File: src/rtl/rr_arbiter_pkg.sv
// Shared constants and helpers for the round-robin arbiter.
package rr_arbiter_pkg;

  localparam int RR_DEFAULT_CLIENTS = 32;

  // Pointer width for n clients, never narrower than one bit.
  function automatic int rr_ptr_w(input int n);
    return (n <= 2) ? 1 : $clog2(n);
  endfunction

endpackage

File: src/rtl/rr_arbiter_fixed_prio.sv
// Lowest-index-first priority picker: one-hot of the least significant set
// bit of req_i, or zero when req_i is zero.
module rr_fixed_prio #(
  parameter int N = 4
) (
  input  logic [N-1:0] req_i,
  output logic [N-1:0] gnt_o
);

  logic found;

  always_comb begin
    gnt_o = '0;
    found = 1'b0;
    for (int i = 0; i < N; i++) begin
      if (req_i[i] && !found) begin
        gnt_o[i] = 1'b1;
        found    = 1'b1;
      end
    end
  end

endmodule

File: src/rtl/rr_arbiter.sv
// Round-robin arbiter with a registered priority pointer and combinational grant.
// Define RR_ARBITER_ASSERT_EN to compile the embedded SVA checks.
module rr_arbiter
  import rr_arbiter_pkg::*;
#(
  parameter int CLIENTS = RR_DEFAULT_CLIENTS
) (
  input  logic               clock,
  input  logic               reset,
  input  logic [CLIENTS-1:0] request,
  input  logic               stall,
  output logic [CLIENTS-1:0] grant
);

  localparam int PW = rr_ptr_w(CLIENTS);

  logic [PW-1:0]      ptr_q, ptr_d, idx, idx_nxt;
  logic [CLIENTS-1:0] mask, masked_gnt, full_gnt, sel;

  // Clients at or above the pointer are searched first; the unmasked picker
  // supplies the wrapped-around winner when none of them is requesting.
  always_comb begin
    mask = '0;
    for (int i = 0; i < CLIENTS; i++) begin
      mask[i] = (i >= int'(ptr_q));
    end
  end

  rr_fixed_prio #(.N(CLIENTS)) u_prio_masked (
    .req_i (request & mask),
    .gnt_o (masked_gnt)
  );

  rr_fixed_prio #(.N(CLIENTS)) u_prio_full (
    .req_i (request),
    .gnt_o (full_gnt)
  );

  assign sel   = (|masked_gnt) ? masked_gnt : full_gnt;
  assign grant = (reset || stall) ? '0 : sel;

  // sel is one-hot or zero, so OR-ing indices is a valid encoder.
  always_comb begin
    idx = '0;
    for (int i = 0; i < CLIENTS; i++) begin
      if (sel[i]) idx = idx | PW'(i);
    end
  end

  always_comb begin
    idx_nxt = (int'(idx) == CLIENTS - 1) ? '0 : idx + PW'(1);
    ptr_d   = (|grant) ? idx_nxt : ptr_q;
  end

  always_ff @(posedge clock) begin
    if (reset) ptr_q <= '0;
    else       ptr_q <= ptr_d;
  end

`ifdef RR_ARBITER_ASSERT_EN
  a_onehot: assert property (@(posedge clock) disable iff (reset)
    $onehot0(grant));
  a_no_spurious: assert property (@(posedge clock) disable iff (reset)
    (grant & ~request) == '0);
  a_stall_quiet: assert property (@(posedge clock) disable iff (reset)
    stall |-> (grant == '0));
  a_work_conserving: assert property (@(posedge clock) disable iff (reset)
    (!stall && (request != '0)) |-> (grant != '0));
`else
  // Checks are compiled out; the arbitration logic above is unchanged.
`endif

endmodule

File: config.mk
export PLATFORM = sky130hd
export DESIGN_NAME = rr_arbiter
export DESIGN_NICKNAME = d
export VERILOG_FILES = /design/src/rtl/rr_arbiter_pkg.sv /design/src/rtl/rr_arbiter_fixed_prio.sv /design/src/rtl/rr_arbiter.sv
export SDC_FILE = /design/constraint.sdc
export NUM_CORES = 1
export LEC_CHECK = 0
export CAP_MARGIN = 20
export CELL_PAD_IN_SITES_DETAIL_PLACEMENT = 1
export CELL_PAD_IN_SITES_GLOBAL_PLACEMENT = 1
export CORE_ASPECT_RATIO = 0.7
export CORE_MARGIN = 8
export CORE_UTILIZATION = 31
export DETAILED_ROUTE_END_ITERATION = 8
export PLACE_DENSITY = 0.76
export RECOVER_POWER = 25
export SLEW_MARGIN = 5
export SYNTH_ARGS = -nofsm -noshare
export SYNTH_HDL_FRONTEND = slang
export SYNTH_SLANG_ARGS = --single-unit
File: constraint.sdc
create_clock -name clock -period 2.85 [get_ports clock]
set_input_delay 0.285 -clock clock [delete_from_list [all_inputs] [get_ports clock]]
set_output_delay 0.285 -clock clock [all_outputs]
set_load 0.005 [all_outputs]
==> results.toml, run 1 <==
[status]
status = "stopped before the end"
haltStage = "clock tree synthesis (4_1_cts)"
error_line = "[ERROR DPL-0033] detailed placement checks failed during check placement."

[floorplanning]
rows = 27
die_w_um = 121.8
die_y_um = 90.06
num_io_pins = 67
start_util_pct = 31.39

[synth]
avgSynthCellArea_um2 = 6.528
ys_seq_area_share_pct = 4.122
synth_edf_count = 0
synth_cells = 372
ys.warnings.count = 0
synth_cell_type_count = 76
ys_seq_elements = 5
netlist_area_um2 = 2429
async_reset_ff_share_pct = 0
synth_nets = 409
ys.flop_type = "dfxtp_1"

[clock_tree]
cts_resized = 214
cts_sinks = 5
post-cts-setup-buffers = 60
cts_buffers = 3
cts_root_buf = "clkbuf_8"
ctsHoldBuffers = 0
cts_max_level = 1
cts_max_path_buffers = 2

[placement]
hpwl_mm = 13.79
port_buffers = 66
routabilityCongestion = 1.037
## cells by family after synthesis
group	share of synthesized area, %
multiplexers	0.4122
buffers and inverters	8.758
adder cells (fa/ha/maj)	1.030
AND/OR/NAND/NOR	52.55
AO/OA/AOI/OAI	32.77
XOR/XNOR	0.3607
flip-flops	4.122
## through the flow
stage               hold WS [ns]  setup WS, ns  area, um2  std cells  TNS [ns]
detailed placement        0.5844        -1.061       4524        701    -23.96
global placement          0.5215       -0.8934       4524        701    -19.94
floorplan                 0.3467      -0.09781       2496        372   -0.2474
## cell usage after synthesis, types with 2 or more instances
cell       number  area [um2]
buf_6           5       56.30
and3_1         12       75.07
o21ai_1         6       30.03
ha_1            2       25.02
and2_1         11       68.82
a31oi_1         6       37.54
nand3_2         3       30.03
or2_2           6       37.54
a41oi_1         5       43.79
o21ai_0        18       90.09
or3_1           6       37.54
nand2_1        22       82.58
o21bai_1        2       15.01
o211ai_1        8       60.06
inv_1          14       52.55
o2111ai_1       4       35.03
nor4_2          5       62.56
nand4b_1        4       35.03
nor4_1         11       68.82
nand2b_1        3       18.77
nor2b_1        11       68.82
a32o_1          2       20.02
nand3b_1        5       37.54
nand3_1        27       135.1
a211o_1         2       17.52
a211oi_1        3       22.52
nor4b_1         4       35.03
o311ai_1        2       17.52
a32oi_1         3       26.28
o31ai_1         4       30.03
o22ai_1         2       12.51
buf_2           7       35.03
nor3_1         16       80.08
nand4_1        11       68.82
dfxtp_1         5       100.1
buf_4           6       45.04
o21a_1          3       22.52
nor2_1         42       157.7
nor4_4          2       42.54
a21oi_1        20       100.1
clkbuf_1        5       18.77
nor3b_1         2       15.01
nor4bb_1        2       20.02
==> run 2, diff against run 1 <==
--- a/config.mk
+++ b/config.mk
@@ -6,13 +6,10 @@
 export NUM_CORES = 1
 export LEC_CHECK = 0
 export CAP_MARGIN = 20
-export CELL_PAD_IN_SITES_DETAIL_PLACEMENT = 1
-export CELL_PAD_IN_SITES_GLOBAL_PLACEMENT = 1
-export CORE_ASPECT_RATIO = 0.7
 export CORE_MARGIN = 8
-export CORE_UTILIZATION = 31
+export CORE_UTILIZATION = 37
 export DETAILED_ROUTE_END_ITERATION = 8
-export PLACE_DENSITY = 0.76
+export PLACE_DENSITY_LB_ADDON = 0.15
 export RECOVER_POWER = 25
 export SLEW_MARGIN = 5
 export SYNTH_ARGS = -nofsm -noshare
==> constraint.sdc (replaced) <==
create_clock -name clock -period 3.71 [get_ports clock]
set_input_delay 0.371 -clock clock [delete_from_list [all_inputs] [get_ports clock]]
set_output_delay 0.371 -clock clock [all_outputs]
set_load 0.005 [all_outputs]
==> run 2 against run 1 <==
Effect of this change: the run now ends clean; synthesized cell count stayed put; area after synthesis did not move.
==> results.toml, run 2 <==
[status]
status = "finished clean"

[global_routing]
grt_first_pass_wirelength_mm = 18.92
grt_max_degree = 27
grt_usage_pct = 23.77
overflow = 0
antenna_found_initial = 0
grt_pass1_vias = 3533

[synth]
async_reset_ff_share_pct = 0
synth_cell_type_count = 76
synth_top_area_share_pct = 6.491
ys_seq_area_share_pct = 4.122
ys.warnings.count = 0
synth_cells = 372
yosysMostFrequentCell = "nor2_1"
ys.flop_type = "dfxtp_1"
synth_nets = 409
netlist_area_um2 = 2429
synth_common_cells = "42 x nor2_1, 27 x nand3_1, 22 x nand2_1"
synth_edf_count = 0
yosys.area.top_type = "nor2_1"
ys_seq_elements = 5
synth_area_leaders = "nor2_1 6.5%, nand3_1 5.6%, a21oi_1 4.1%"
avgSynthCellArea_um2 = 6.528

[clock_tree]
path_clk_slew_ns = 0.03
cts_max_path_buffers = 2
clock_latency_ns = 0.22
cts_root_buf = "clkbuf_8"
cts_sinks = 5
cts_tree = "done"
cts_buffers = 3
cts_max_level = 1

[job]
drv_cap = 0

[placement]
port_buffers = 66
routabilityCongestion = 0.9731
dp_cells = 592
hpwl_mm = 9.810

[detailed_routing]
drt-wirelength-per-cell_um = 20.30
vias_per_cell = 6.263
wl_mm = 12.28
ant_nets = 0
drt_iter0_drc = 293
drt_first_pass_iters = 5
vias = 3789
drc_errors = 0

[cells_and_area]
layout_common_cells = "106 x buf_4, 62 x clkdlybuf4s50_1, 42 x nor2_1, 27 x nand3_1, 22 x nand2_1"
reg_top3 = "ptr_q x5"
flow.area_growth_from_synthesis_pct = 68.57
largest_reg_flops = 5
fin_util_pct = 64.47
layout_commonest_cell = "buf_4"
drive_gt1_share_pct = 29.92
num_antenna_cells = 0
top_register = "ptr_q"
nets = 566
final-instance-count-excl-fill = 605

[sta]
maxSlewHeadroom_pct = 54.12
finalSetupViolCount = 0
finClkSkew_ns = 0.0008904
min_period_over_period_pct = 97.43
setup_tns_ns = 0
tightest_slew_ns = 0.6786
fmaxAchievable_mhz = 276.7
hold_viol = 0
grt_setup_unrepaired = "yes"
drv_slew = 0
min_period_ns = 3.615

[floorplanning]
num_io_pins = 67
start_util_pct = 38.25
die_area_um2 = 9412
core_area_um2 = 6350
die_w_um = 97.02
die_y_um = 97.02
rows = 29

[worst_setup_path]
crit_type = "input port to output pin"
slowest_stage = "clkdlybuf4s50_1"
crit_fanout = 6
cp_slowest_stage_delay_ns = 0.50
crit_required_ns = 3.34
cp-start-kind = "input port"
crit_chain = "clkdlybuf4s50_1, or2_2, o211ai_2, o2111ai_4, and4b_4, nand2_1, buf_4, o31ai_1, and2_1, and2_1, clkdlybuf4s50_1"
cp.arrival_ns = 3.24
worstSetupEndpointType = "output pin"

[power_and_ir_drop]
peakVddDrop_mv = 0.3069
powerDensity_nw_per_um2 = 124.5
p_leak_uw = 0.001633

[hold_path]
hold_path_class = "register to register"
==> run 2: cell counts after synthesis <==
No cell type changed its count.
==> run 2: power by group <==
| part | switching, uW | total [uW] | internal [uW] |
|---|---|---|---|
| Clock | 25.0 | 98.6 | 73.6 |
| Combinational | 180 | 343 | 163 |
| Sequential | 9.15 | 67.8 | 58.7 |
| Total | 214 | 510 | 295 |
==> run 2: stage by stage <==
step                      power, uW  hold slack (ns)  setup slack, ns  cell area [um2]
after floorplan               219.9           0.4401           0.5718             2429
after global placement        389.9           0.5228          -0.1095             3834
after detailed placement      390.6           0.5277          -0.1847             3834
after CTS                     491.6           0.5324          0.01941             3886
after global routing          540.8           0.5586         -0.05624             4094
final                         509.6           0.5276          0.09549             4094
==> run 2: kinds of logic after synthesis <==
| family | synth area share [%] |
|---|---|
| AND/OR/NAND/NOR | 52.55 |
| AO/OA/AOI/OAI | 32.77 |
| buffers and inverters | 8.758 |
| flip-flops | 4.122 |
| adder cells (fa/ha/maj) | 1.030 |
| XOR/XNOR | 0.3607 |
| multiplexers | 0.4122 |
==> run 2: critical path, delay by kind of cell <==
family          cells  cell delay [ns]
compound gates      3             0.52
buf+inv             3             1.14
simple gates        5             1.20
==> run 2: metal layers <==
metal  track usage (%)  up-vias  share of wire [%]
met5                 0        -                  0
met4             6.391        0                4.0
met3             4.836       38                9.4
met2             39.53      214                 46
met1             30.07     1766                 41
li1                  -     1771                  -
==> run 2: path summary, 6_finish.rpt <==
kind | startpoint | endpoint | slack (ns) | depth (start not counted)
max | request[10] | grant[11] | 0.1 | 11
min | ptr_q[3]$_SDFFE_PP0P_ | ptr_q[3]$_SDFFE_PP0P_ | 0.53 | 2
max reg2reg | ptr_q[3]$_SDFFE_PP0P_ | ptr_q[2]$_SDFFE_PP0P_ | 0.17 | 15
min reg2reg | ptr_q[3]$_SDFFE_PP0P_ | ptr_q[3]$_SDFFE_PP0P_ | 0.53 | 2
==> run 2: cell type report <==
type / count / area, um2
Sequential cell: 5 / 102.6
Clock buffer: 4 / 45.04
Tap cell: 77 / 96.34
Fill cell: 608 / 2256
Inverter: 14 / 52.55
Timing Repair Buffer: 176 / 1544
Multi-Input combinational cell: 329 / 2253
==> run 2: timing repair <==
| action | in CTS | in global routing |
|---|---|---|
| gates resized for setup | 2 | 27 |
| hold buffers | 0 | 0 |
| pin swaps | 0 | 9 |
| buffers inserted | 0 | 9 |
| setup endpoints to repair | 7 | 29 |
Note: power is estimated with default switching activity, not from simulation.
